## src/rtl/fft_frame_sequencer_pkg.sv

```systemverilog
// Shared types and constants for the FFT frame sequencer: state encoding,
// default frame/config values and the real-to-complex beat packing helper.
package fft_seq_pkg;

   localparam int FFT_FRAME_LEN = 512;
   localparam int FFT_SAMPLE_W  = 16;
   localparam int FFT_CHANNELS  = 4;
   localparam int FFT_CFG_W     = 16;

   localparam logic [FFT_CFG_W-1:0] FFT_CFG_DEFAULT = '0;

   typedef enum logic [2:0] {
      CFG,
      ARM,
      FILL,
      WAIT,
      DRAIN
   } fft_seq_state_t;

   // Each channel becomes {imag = 0, real = sample}, channel 0 in the LSBs.
   function automatic logic [FFT_CHANNELS*2*FFT_SAMPLE_W-1:0] packZeroImag(
      input logic [FFT_CHANNELS*FFT_SAMPLE_W-1:0] samples
   );
      logic [FFT_CHANNELS*2*FFT_SAMPLE_W-1:0] beat;
      beat = '0;
      for (int k = 0; k < FFT_CHANNELS; k++) begin
         beat[k*2*FFT_SAMPLE_W +: FFT_SAMPLE_W] = samples[k*FFT_SAMPLE_W +: FFT_SAMPLE_W];
      end
      return beat;
   endfunction

endpackage

```

## src/rtl/fft_frame_sequencer_out_reg.sv

```systemverilog
// One-entry AXI-stream holding register feeding the FFT input; a new beat may
// be loaded in the same cycle the held beat is consumed.
module fft_seq_out_reg
   import fft_seq_pkg::*;
#(
   parameter int DATA_W = FFT_CHANNELS*2*FFT_SAMPLE_W
) (
   input  logic              clk_i,
   input  logic              rst_ni,
   input  logic              load_i,
   input  logic [DATA_W-1:0] data_i,
   input  logic              last_i,
   input  logic              ready_i,
   output logic              valid_o,
   output logic [DATA_W-1:0] data_o,
   output logic              last_o
);

   logic              valid_q;
   logic [DATA_W-1:0] data_q;
   logic              last_q;

   always_ff @(posedge clk_i or negedge rst_ni) begin
      if (!rst_ni) begin
         valid_q <= 1'b0;
         data_q  <= '0;
         last_q  <= 1'b0;
      end else if (load_i) begin
         valid_q <= 1'b1;
         data_q  <= data_i;
         last_q  <= last_i;
      end else if (ready_i) begin
         valid_q <= 1'b0;
      end
   end

   assign valid_o = valid_q;
   assign data_o  = data_q;
   assign last_o  = last_q;

endmodule

```

## src/rtl/fft_frame_sequencer.sv

```systemverilog
// Frames the 4-channel sample stream for the FFT, issues the FFT config word
// and bounds frames in flight. FFT_SEQ_OVERRUN_CNT_EN enables drop counting.
module fft_frame_sequencer
   import fft_seq_pkg::*;
#(
   parameter int FRAME_LEN    = FFT_FRAME_LEN,
   parameter int SAMPLE_W     = FFT_SAMPLE_W,
   parameter int CHANNELS     = FFT_CHANNELS,
   parameter int CFG_W        = FFT_CFG_W,
   parameter int MAX_INFLIGHT = 2
) (
   input  logic                           clk_in,
   input  logic                           rst_in,
   input  logic [CHANNELS*SAMPLE_W-1:0]   sample_data_in,
   input  logic                           sample_valid_in,
   output logic [$clog2(FRAME_LEN)-1:0]   sample_index_out,
   input  logic                           enable_in,
   output logic [CHANNELS*2*SAMPLE_W-1:0] fft_tdata_out,
   output logic                           fft_tvalid_out,
   output logic                           fft_tlast_out,
   input  logic                           fft_tready_in,
   input  logic [CFG_W-1:0]               cfg_word_in,
   input  logic                           cfg_update_in,
   output logic [CFG_W-1:0]               cfg_tdata_out,
   output logic                           cfg_tvalid_out,
   input  logic                           cfg_tready_in,
   input  logic                           res_valid_in,
   input  logic                           res_ready_in,
   input  logic                           res_last_in,
   output logic                           frame_done_out,
   output logic                           busy_out,
   output logic                           overrun_out,
   output logic [15:0]                    overrun_count_out
);

   localparam int IDX_W = $clog2(FRAME_LEN);
   localparam int FLT_W = $clog2(MAX_INFLIGHT + 1);
   localparam logic [IDX_W-1:0] LAST_IDX = IDX_W'(FRAME_LEN - 1);
   localparam logic [FLT_W-1:0] MAX_FLT  = FLT_W'(MAX_INFLIGHT);

   fft_seq_state_t   state_q, state_d;
   logic             started_q;
   logic [IDX_W-1:0] idx_q, idx_d;
   logic [FLT_W-1:0] inflight_q, inflight_d;
   logic [CFG_W-1:0] cfgLatch_q, cfgOut_q;
   logic             cfgPending_q;
   logic             frameDone_q;
   logic             outValid, outLast, canAccept, accept;
   logic             tlastHs, resLastHs, cfgHs, enterCfg;

   assign canAccept = !outValid || fft_tready_in;
   assign tlastHs   = outValid && outLast && fft_tready_in;
   assign resLastHs = res_valid_in && res_ready_in && res_last_in;
   assign cfgHs     = cfg_tvalid_out && cfg_tready_in;
   assign enterCfg  = (state_q == DRAIN) && (state_d == CFG);

   // started_q keeps every output low while reset is held and for the release edge.
   always_ff @(posedge clk_in or negedge rst_in) begin
      if (!rst_in) begin
         state_q   <= CFG;
         started_q <= 1'b0;
      end else begin
         state_q   <= state_d;
         started_q <= 1'b1;
      end
   end

   always_comb begin
      state_d = state_q;
      case (state_q)
         CFG:   if (cfgHs) state_d = ARM;
         ARM:   if (enable_in && sample_valid_in) state_d = FILL;
         FILL: begin
            if (tlastHs) begin
               if (cfgPending_q)              state_d = DRAIN;
               else if (inflight_d >= MAX_FLT) state_d = WAIT;
               else if (!enable_in)           state_d = ARM;
               else                           state_d = FILL;
            end
         end
         WAIT:  if (inflight_q < MAX_FLT) state_d = enable_in ? FILL : ARM;
         DRAIN: if (inflight_q == '0) state_d = CFG;
         default: state_d = CFG;
      endcase
   end

   // A sample coinciding with the tlast handshake opens the next frame only if we stay in FILL.
   always_comb begin
      cfg_tvalid_out = 1'b0;
      accept         = 1'b0;
      busy_out       = started_q && (state_q != ARM);
      case (state_q)
         CFG:  cfg_tvalid_out = started_q;
         ARM:  accept = enable_in && sample_valid_in && canAccept;
         FILL: accept = sample_valid_in && canAccept && (!tlastHs || state_d == FILL);
         default: ;
      endcase
   end

   always_comb begin
      inflight_d = inflight_q;
      if (tlastHs && !resLastHs) begin
         inflight_d = inflight_q + 1'b1;
      end else if (!tlastHs && resLastHs && inflight_q != '0) begin
         inflight_d = inflight_q - 1'b1;
      end
      idx_d = accept ? idx_q + 1'b1 : idx_q;
   end

   always_ff @(posedge clk_in or negedge rst_in) begin
      if (!rst_in) begin
         idx_q        <= '0;
         inflight_q   <= '0;
         frameDone_q  <= 1'b0;
         cfgLatch_q   <= FFT_CFG_DEFAULT;
         cfgOut_q     <= FFT_CFG_DEFAULT;
         cfgPending_q <= 1'b0;
      end else begin
         idx_q       <= idx_d;
         inflight_q  <= inflight_d;
         frameDone_q <= tlastHs;
         if (cfg_update_in) cfgLatch_q <= cfg_word_in;
         if (enterCfg)      cfgOut_q   <= cfgLatch_q;
         if (cfg_update_in) begin
            cfgPending_q <= 1'b1;
         end else if (enterCfg) begin
            cfgPending_q <= 1'b0;
         end
      end
   end

   fft_seq_out_reg #(
      .DATA_W(CHANNELS*2*SAMPLE_W)
   ) u_outReg (
      .clk_i   (clk_in),
      .rst_ni  (rst_in),
      .load_i  (accept),
      .data_i  (packZeroImag(sample_data_in)),
      .last_i  (idx_q == LAST_IDX),
      .ready_i (fft_tready_in),
      .valid_o (outValid),
      .data_o  (fft_tdata_out),
      .last_o  (outLast)
   );

   assign fft_tvalid_out   = outValid;
   assign fft_tlast_out    = outLast;
   assign sample_index_out = idx_q;
   assign cfg_tdata_out    = cfgOut_q;
   assign frame_done_out   = frameDone_q;

`ifdef FFT_SEQ_OVERRUN_CNT_EN
   logic        drop;
   logic        overrun_q;
   logic [15:0] overrunCnt_q;

   assign drop = (state_q == FILL) && sample_valid_in && !canAccept;

   always_ff @(posedge clk_in or negedge rst_in) begin
      if (!rst_in) begin
         overrun_q    <= 1'b0;
         overrunCnt_q <= '0;
      end else if (drop) begin
         overrun_q <= 1'b1;
         if (overrunCnt_q != 16'hFFFF) overrunCnt_q <= overrunCnt_q + 16'd1;
      end
   end

   assign overrun_out       = overrun_q;
   assign overrun_count_out = overrunCnt_q;
`else
   assign overrun_out       = 1'b0;
   assign overrun_count_out = '0;
`endif

endmodule

```

## config.mk

```make
export PLATFORM = sky130hd
export DESIGN_NAME = fft_frame_sequencer
export DESIGN_NICKNAME = d
export VERILOG_FILES = /design/src/rtl/fft_frame_sequencer_pkg.sv /design/src/rtl/fft_frame_sequencer_out_reg.sv /design/src/rtl/fft_frame_sequencer.sv
export SDC_FILE = /design/constraint.sdc
export NUM_CORES = 1
export LEC_CHECK = 0
export CAP_MARGIN = 20
export CELL_PAD_IN_SITES_DETAIL_PLACEMENT = 0
export CELL_PAD_IN_SITES_GLOBAL_PLACEMENT = 1
export CORE_AREA = 3 3 135 137
export DETAILED_ROUTE_END_ITERATION = 16
export DIE_AREA = 0 0 138 140
export PLACE_DENSITY = 0.9
export SLEW_MARGIN = 10
export SYNTH_ARGS = -nofsm -noshare
export SYNTH_HDL_FRONTEND = slang
export SYNTH_SLANG_ARGS = --single-unit
export TNS_END_PERCENT = 50
```

## constraint.sdc

```tcl
create_clock -name clk_in -period 2.38 [get_ports clk_in]
set_clock_uncertainty 0.05 [all_clocks]
set_input_delay 0.476 -clock clk_in [delete_from_list [all_inputs] [get_ports clk_in]]
set_output_delay 0.476 -clock clk_in [all_outputs]
set_load 0.1 [all_outputs]
```

Word-level counts from Yosys, hierarchy flattened
Cells that the tools add are included.
{"block": "totals", "ff_bits": 115, "inputBits": 90, "elab_cells": 65, "out_inout_bits": 175}
{"block": "op_classes", "muxes": 17, "n_addsub": 3, "n_reduce_logical": 25, "order_cmp": 2, "n_eq_ne": 7}
{"cell": "$mux 3", "count": 6}
{"cell": "$pmux 3 s5", "count": 1}
{"cell": "$logic_and 1x1->1", "count": 14}
{"cell": "$add 9x1->9 const B", "count": 1}
{"cell": "$eq 3x2->1 const B", "count": 3}
{"cell": "$eq 9x9->1 const B", "count": 1}
{"cell": "$mux 2", "count": 4}
{"cell": "$logic_not 3->1", "count": 2}
{"cell": "$reduce_bool 2->1", "count": 3}
{"cell": "$mux 1", "count": 5}
{"cell": "$eq 3x1->1 const B", "count": 1}
{"cell": "$eq 3x3->1 const B", "count": 1}
{"cell": "$logic_not 1->1", "count": 3}
{"cell": "$ne 3x1->1 const B", "count": 1}
{"cell": "$add 2x1->2 const B", "count": 1}
{"cell": "$ge 2x2->1 const B", "count": 1}
{"cell": "$logic_not 2->1", "count": 1}
{"cell": "$logic_or 1x1->1", "count": 2}
{"cell": "$lt 2x2->1 const B", "count": 1}
{"cell": "$pmux 1 s2", "count": 1}
{"cell": "$sub 2x1->2 const B", "count": 1}

Depth between registers and ports, before layout
{"block": "depth", "ltp_word": 17, "mapped_depth": 8, "ltp_nobuf": 6}

By module
A second synthesis with hierarchy kept.
{"block": "hier_totals", "cells_unflattened": 461, "area_unflattened_um2": 7239.4}
{"mod": "fft_seq_out_reg", "area_per_inst_um2": 4852.2, "cells_per_inst": 275, "instances": 1}
{"mod": "fft_frame_sequencer", "area_per_inst_um2": 2387.3, "cells_per_inst": 186, "instances": 1}

Least setup slack after synthesis
No wires, ideal clock.
{"block": "synth_path", "path_type": "reg-to-output", "startpoint": "register state_q[2]", "endpoint": "output cfg_tvalid_out", "arrival_ps": 3698, "path_buffers": 1, "stages_incl_launch_ff": 3, "slack_ps": -1844, "required_ps": 1854, "cell_sequence": "dfrtp_1 > clkbuf_1 > nor4b_1"}
{"block": "synth_between", "elab_chain_cells": 2}
{"item": "from (decl)", "line": "fft_frame_sequencer.sv:41", "text": "fft_seq_state_t state_q, state_d;"}
{"item": "from (signal assigned)", "line": "fft_frame_sequencer.sv:63", "text": "state_q <= state_d;"}
{"item": "$logic_not 3->1", "line": "fft_frame_sequencer.sv:92", "text": "case (state_q)"}
{"item": "$mux 1", "line": "fft_frame_sequencer.sv:92"}
{"item": "to (decl)", "line": "fft_frame_sequencer.sv:25", "text": "output logic cfg_tvalid_out,"}
Every way passes these cells.

Final worst setup path
{"block": "layout_path", "startpoint": "register inflight_q[1]", "endpoint": "register u_outReg.data_q[47] (netlist: u_outReg.data_o[47])"}
{"block": "layout_between", "elab_chain_cells": 13, "elab_cells_between_ends": 19, "classes_between": "add/sub: 2; order compare: 2; eq/ne: 1; mux: 9; reduce/logical: 5"}
{"item": "from (decl)", "line": "fft_frame_sequencer.sv:44", "text": "logic [FLT_W-1:0] inflight_q, inflight_d;"}
{"item": "from (signal assigned)", "line": "fft_frame_sequencer.sv:120", "text": "inflight_q <= inflight_d;"}
{"item": "parallel branches: the longest is 8 deep, another holds $sub 2x1->2"}
{"item": "$pmux 3 s5 *", "line": "fft_frame_sequencer.sv:70", "text": "case (state_q)"}
{"item": "$eq 3x2->1 *", "line": "fft_frame_sequencer.sv:95", "text": "FILL: accept = sample_valid_in && canAccept && (!tlastHs || state_d == FILL);"}
{"item": "$logic_or 1x1->1 *", "line": "fft_frame_sequencer.sv:95"}
{"item": "$logic_and 1x1->1 *", "line": "fft_frame_sequencer.sv:95"}
{"item": "$pmux 1 s2 *", "line": "fft_frame_sequencer.sv:92"}
{"item": "to (signal assigned)", "line": "fft_frame_sequencer_out_reg.sv:30", "text": "data_q <= data_i;"}
{"item": "to (decl)", "line": "fft_frame_sequencer_out_reg.sv:20", "text": "logic [DATA_W-1:0] data_q;"}
Every way passes the cells marked *.
A chain may end at the register's enable or synchronous reset.

==> out/metrics.yaml <==
floorplanning:
  placementRows: 48
  fp.dieW_um: 138
  io_pins: 265
  core_um2: 17180
  initial_core_util: 0.3087
  dieArea_um2: 19320
  die-height_um: 140
detailed_routing:
  final_antenna_net_count: 0
  wl_per_cell_um: 14.85
  drtIter0Drc: 84
  wl_mm: 12.43
  vias: 3507
  drtPass1Iterations: 4
  routed_via_density: 4.190
  drc: 0
global_route:
  antenna_found_initial: 0
  first_global_vias: 3703
  grt_overflow: 0
  busiest_layer: "met2"
  gr-usage-met2: 0.2055
  grt_util_met1: 0.1339
  grt_max_degree: 65
  grt_util_met3: 0.05463
  grt_use_total: 0.1217
  grt_pass1_wl_mm: 18.92
cts:
  cts_num_sinks: 115
  clock_latency_ns: 0.41
  htree_levels: 4
  root_buffer: "clkbuf_16"
  cts_max_path_buffers: 2
  cts_tree: "built"
  path_clk_slew_ns: 0.06
  cts_setup_buffers: 0
  cts_made_buffers: 17
sta:
  tns_ns: 0
  timing.slew.headroom: 0.6617
  fin_crit_ns: 2.255
  setup_viol: 0
  slew_violations: 0
  finalHoldViolCount: 0
  rsz0062_at_grt: "false"
  worst_pin_slew_ns: 0.5035
  fmax_mhz: 443.4
  min_period_over_period: 0.9476
synthesis:
  synth.cell_area_um2: 5303
  yosys_warnings: 0
  netlist_instances: 384
  synthFlopType: "dfrtp_1"
  async_reset_ff_frac: 1.000
  synth_cell_types: 41
  synth.area.top_cells: "dfrtp_1 54%, mux2_2 17%, buf_4 12%, mux2_4 5.1%, xor2_1 0.99%"
  yosysTopAreaCell: "dfrtp_1"
  avgSynthCellArea_um2: 13.81
  ys_ff_latch: 115
  synth_edf_count: 0
  synth_seq_area_share: 0.5427
  synth_top_area_share: 0.5427
cells_and_area:
  area_growth_pct: 44.67
  layout_commonest_cell: "dfrtp_1"
  multi_input_area_um2: 2012
  final_util: 0.4466
  regArea_um2: 2880
  layout_common_cells: "113 x dfrtp_1, 111 x buf_4, 88 x clkdlybuf4s50_1, 82 x conb_1, 80 x mux2_2"
  nets: 692
  fill_cells: 1549
  n_antenna_cell: 0
  drive_gt1_frac: 0.4265
critical_path:
  crit_required_ns: 2.62
  critical_path_class: "reg -> reg"
  startpoint_type: "flop"
  worstPathArrival_ns: 2.49
  crit_fanout: 9
  ff2ff_path_depth: 7
  endpoint_kind: "flop"
hold_path:
  min_path_cells: 1
  hp-class: "reg -> reg"
run:
  drv_cap: 0
run_status:
  status: "finished clean"
placement:
  dpl.hpwl_mm: 9.205
  io_buffers: 183
  gp_congestion: 0.8564
sequential cells by signal (all words and copies together), names as in the netlist, 2 cells and up:
signal	cells
inflight_q	2
u_outReg.data_o	64
cfgLatch_q	16
sample_index_out	9
cfg_tdata_out	16
state_q	3
per-stage QoR:
step / hold WS, ns / std cells / setup slack, ns / area, um2
after floorplan: 0.1304 / 464 / 0.1840 / 5620
after global placement: 0.3358 / 801 / -0.2330 / 6999
after detailed placement: 0.3500 / 801 / -0.2974 / 6999
after CTS: 0.4411 / 834 / 0.04649 / 7562
after global routing: 0.4634 / 837 / 0.02200 / 7671
final: 0.4423 / 837 / 0.1247 / 7671
cell type report:
class                   count  share of cell area
clock buffers              19             0.05774
clock inverters            13             0.01435
inverters                   8            0.003915
multi-input cells         247              0.2623
flip-flops and latches    115              0.3755
well taps                 225             0.03670
repair buffers            210              0.2496
kinds of logic after synthesis:
group	share of synthesized area
simple gates	0.03280
mux	0.2251
flops	0.5427
buf+inv	0.1413
fa+ha+maj	0.007080
other cells	0.001416
xor+xnor	0.01321
compound gates	0.03634
critical path, cell delays in order, from the launching register on:
cell       delay (ns)
dfrtp_1          0.41
inv_2            0.10
ha_4             0.21
a2111oi_4        0.43
o2111ai_4        0.21
nand2_8          0.19
clkbuf_16        0.19
mux2_2           0.33
final timing paths:
kind,slack (ns),startpoint,endpoint
max,0.12,inflight_q[1]$_DFF_PN0_,u_outReg.data_o[47]$_DFFE_PN0P_
min,0.44,u_outReg.data_o[7]$_DFFE_PN0P_,u_outReg.data_o[7]$_DFFE_PN0P_
max reg2reg,0.12,inflight_q[1]$_DFF_PN0_,u_outReg.data_o[47]$_DFFE_PN0P_
min reg2reg,0.44,u_outReg.data_o[7]$_DFFE_PN0P_,u_outReg.data_o[7]$_DFFE_PN0P_
max in group asynchronous,1.07,rst_in,u_outReg.valid_o$_DFFE_PN0P_
min in group asynchronous,0.46,rst_in,u_outReg.data_o[3]$_DFFE_PN0P_
repair_timing:
action | 4_1_cts | 5_1_grt
hold buffers | 1 | 0
gates resized for setup | 0 | 9
endpoints found under the hold margin | 23 | 0
setup endpoints to repair | 0 | 34
routing by layer:
metal,routed length [um],share of wire
met3,1056,0.085
met2,6404,0.52
met5,0,0
met4,175,0.014
met1,4792,0.39
synth_stat cells, types with 2 or more instances:
cell and number:
mux2_1 2, buf_2 3, dfrtp_1 115, nor2_1 5, mux2_4 18, nand3_1 8, conb_1 2, xor2_1 6
clkbuf_1 3, buf_12 2, buf_4 85, nand2_1 9, mux2_2 80, a211oi_1 4, xnor2_1 2, a21oi_1 6
ha_1 3, inv_1 8
Power is not shown: default switching activity piles up to over one toggle a cycle in this logic, so the estimate is an artifact.
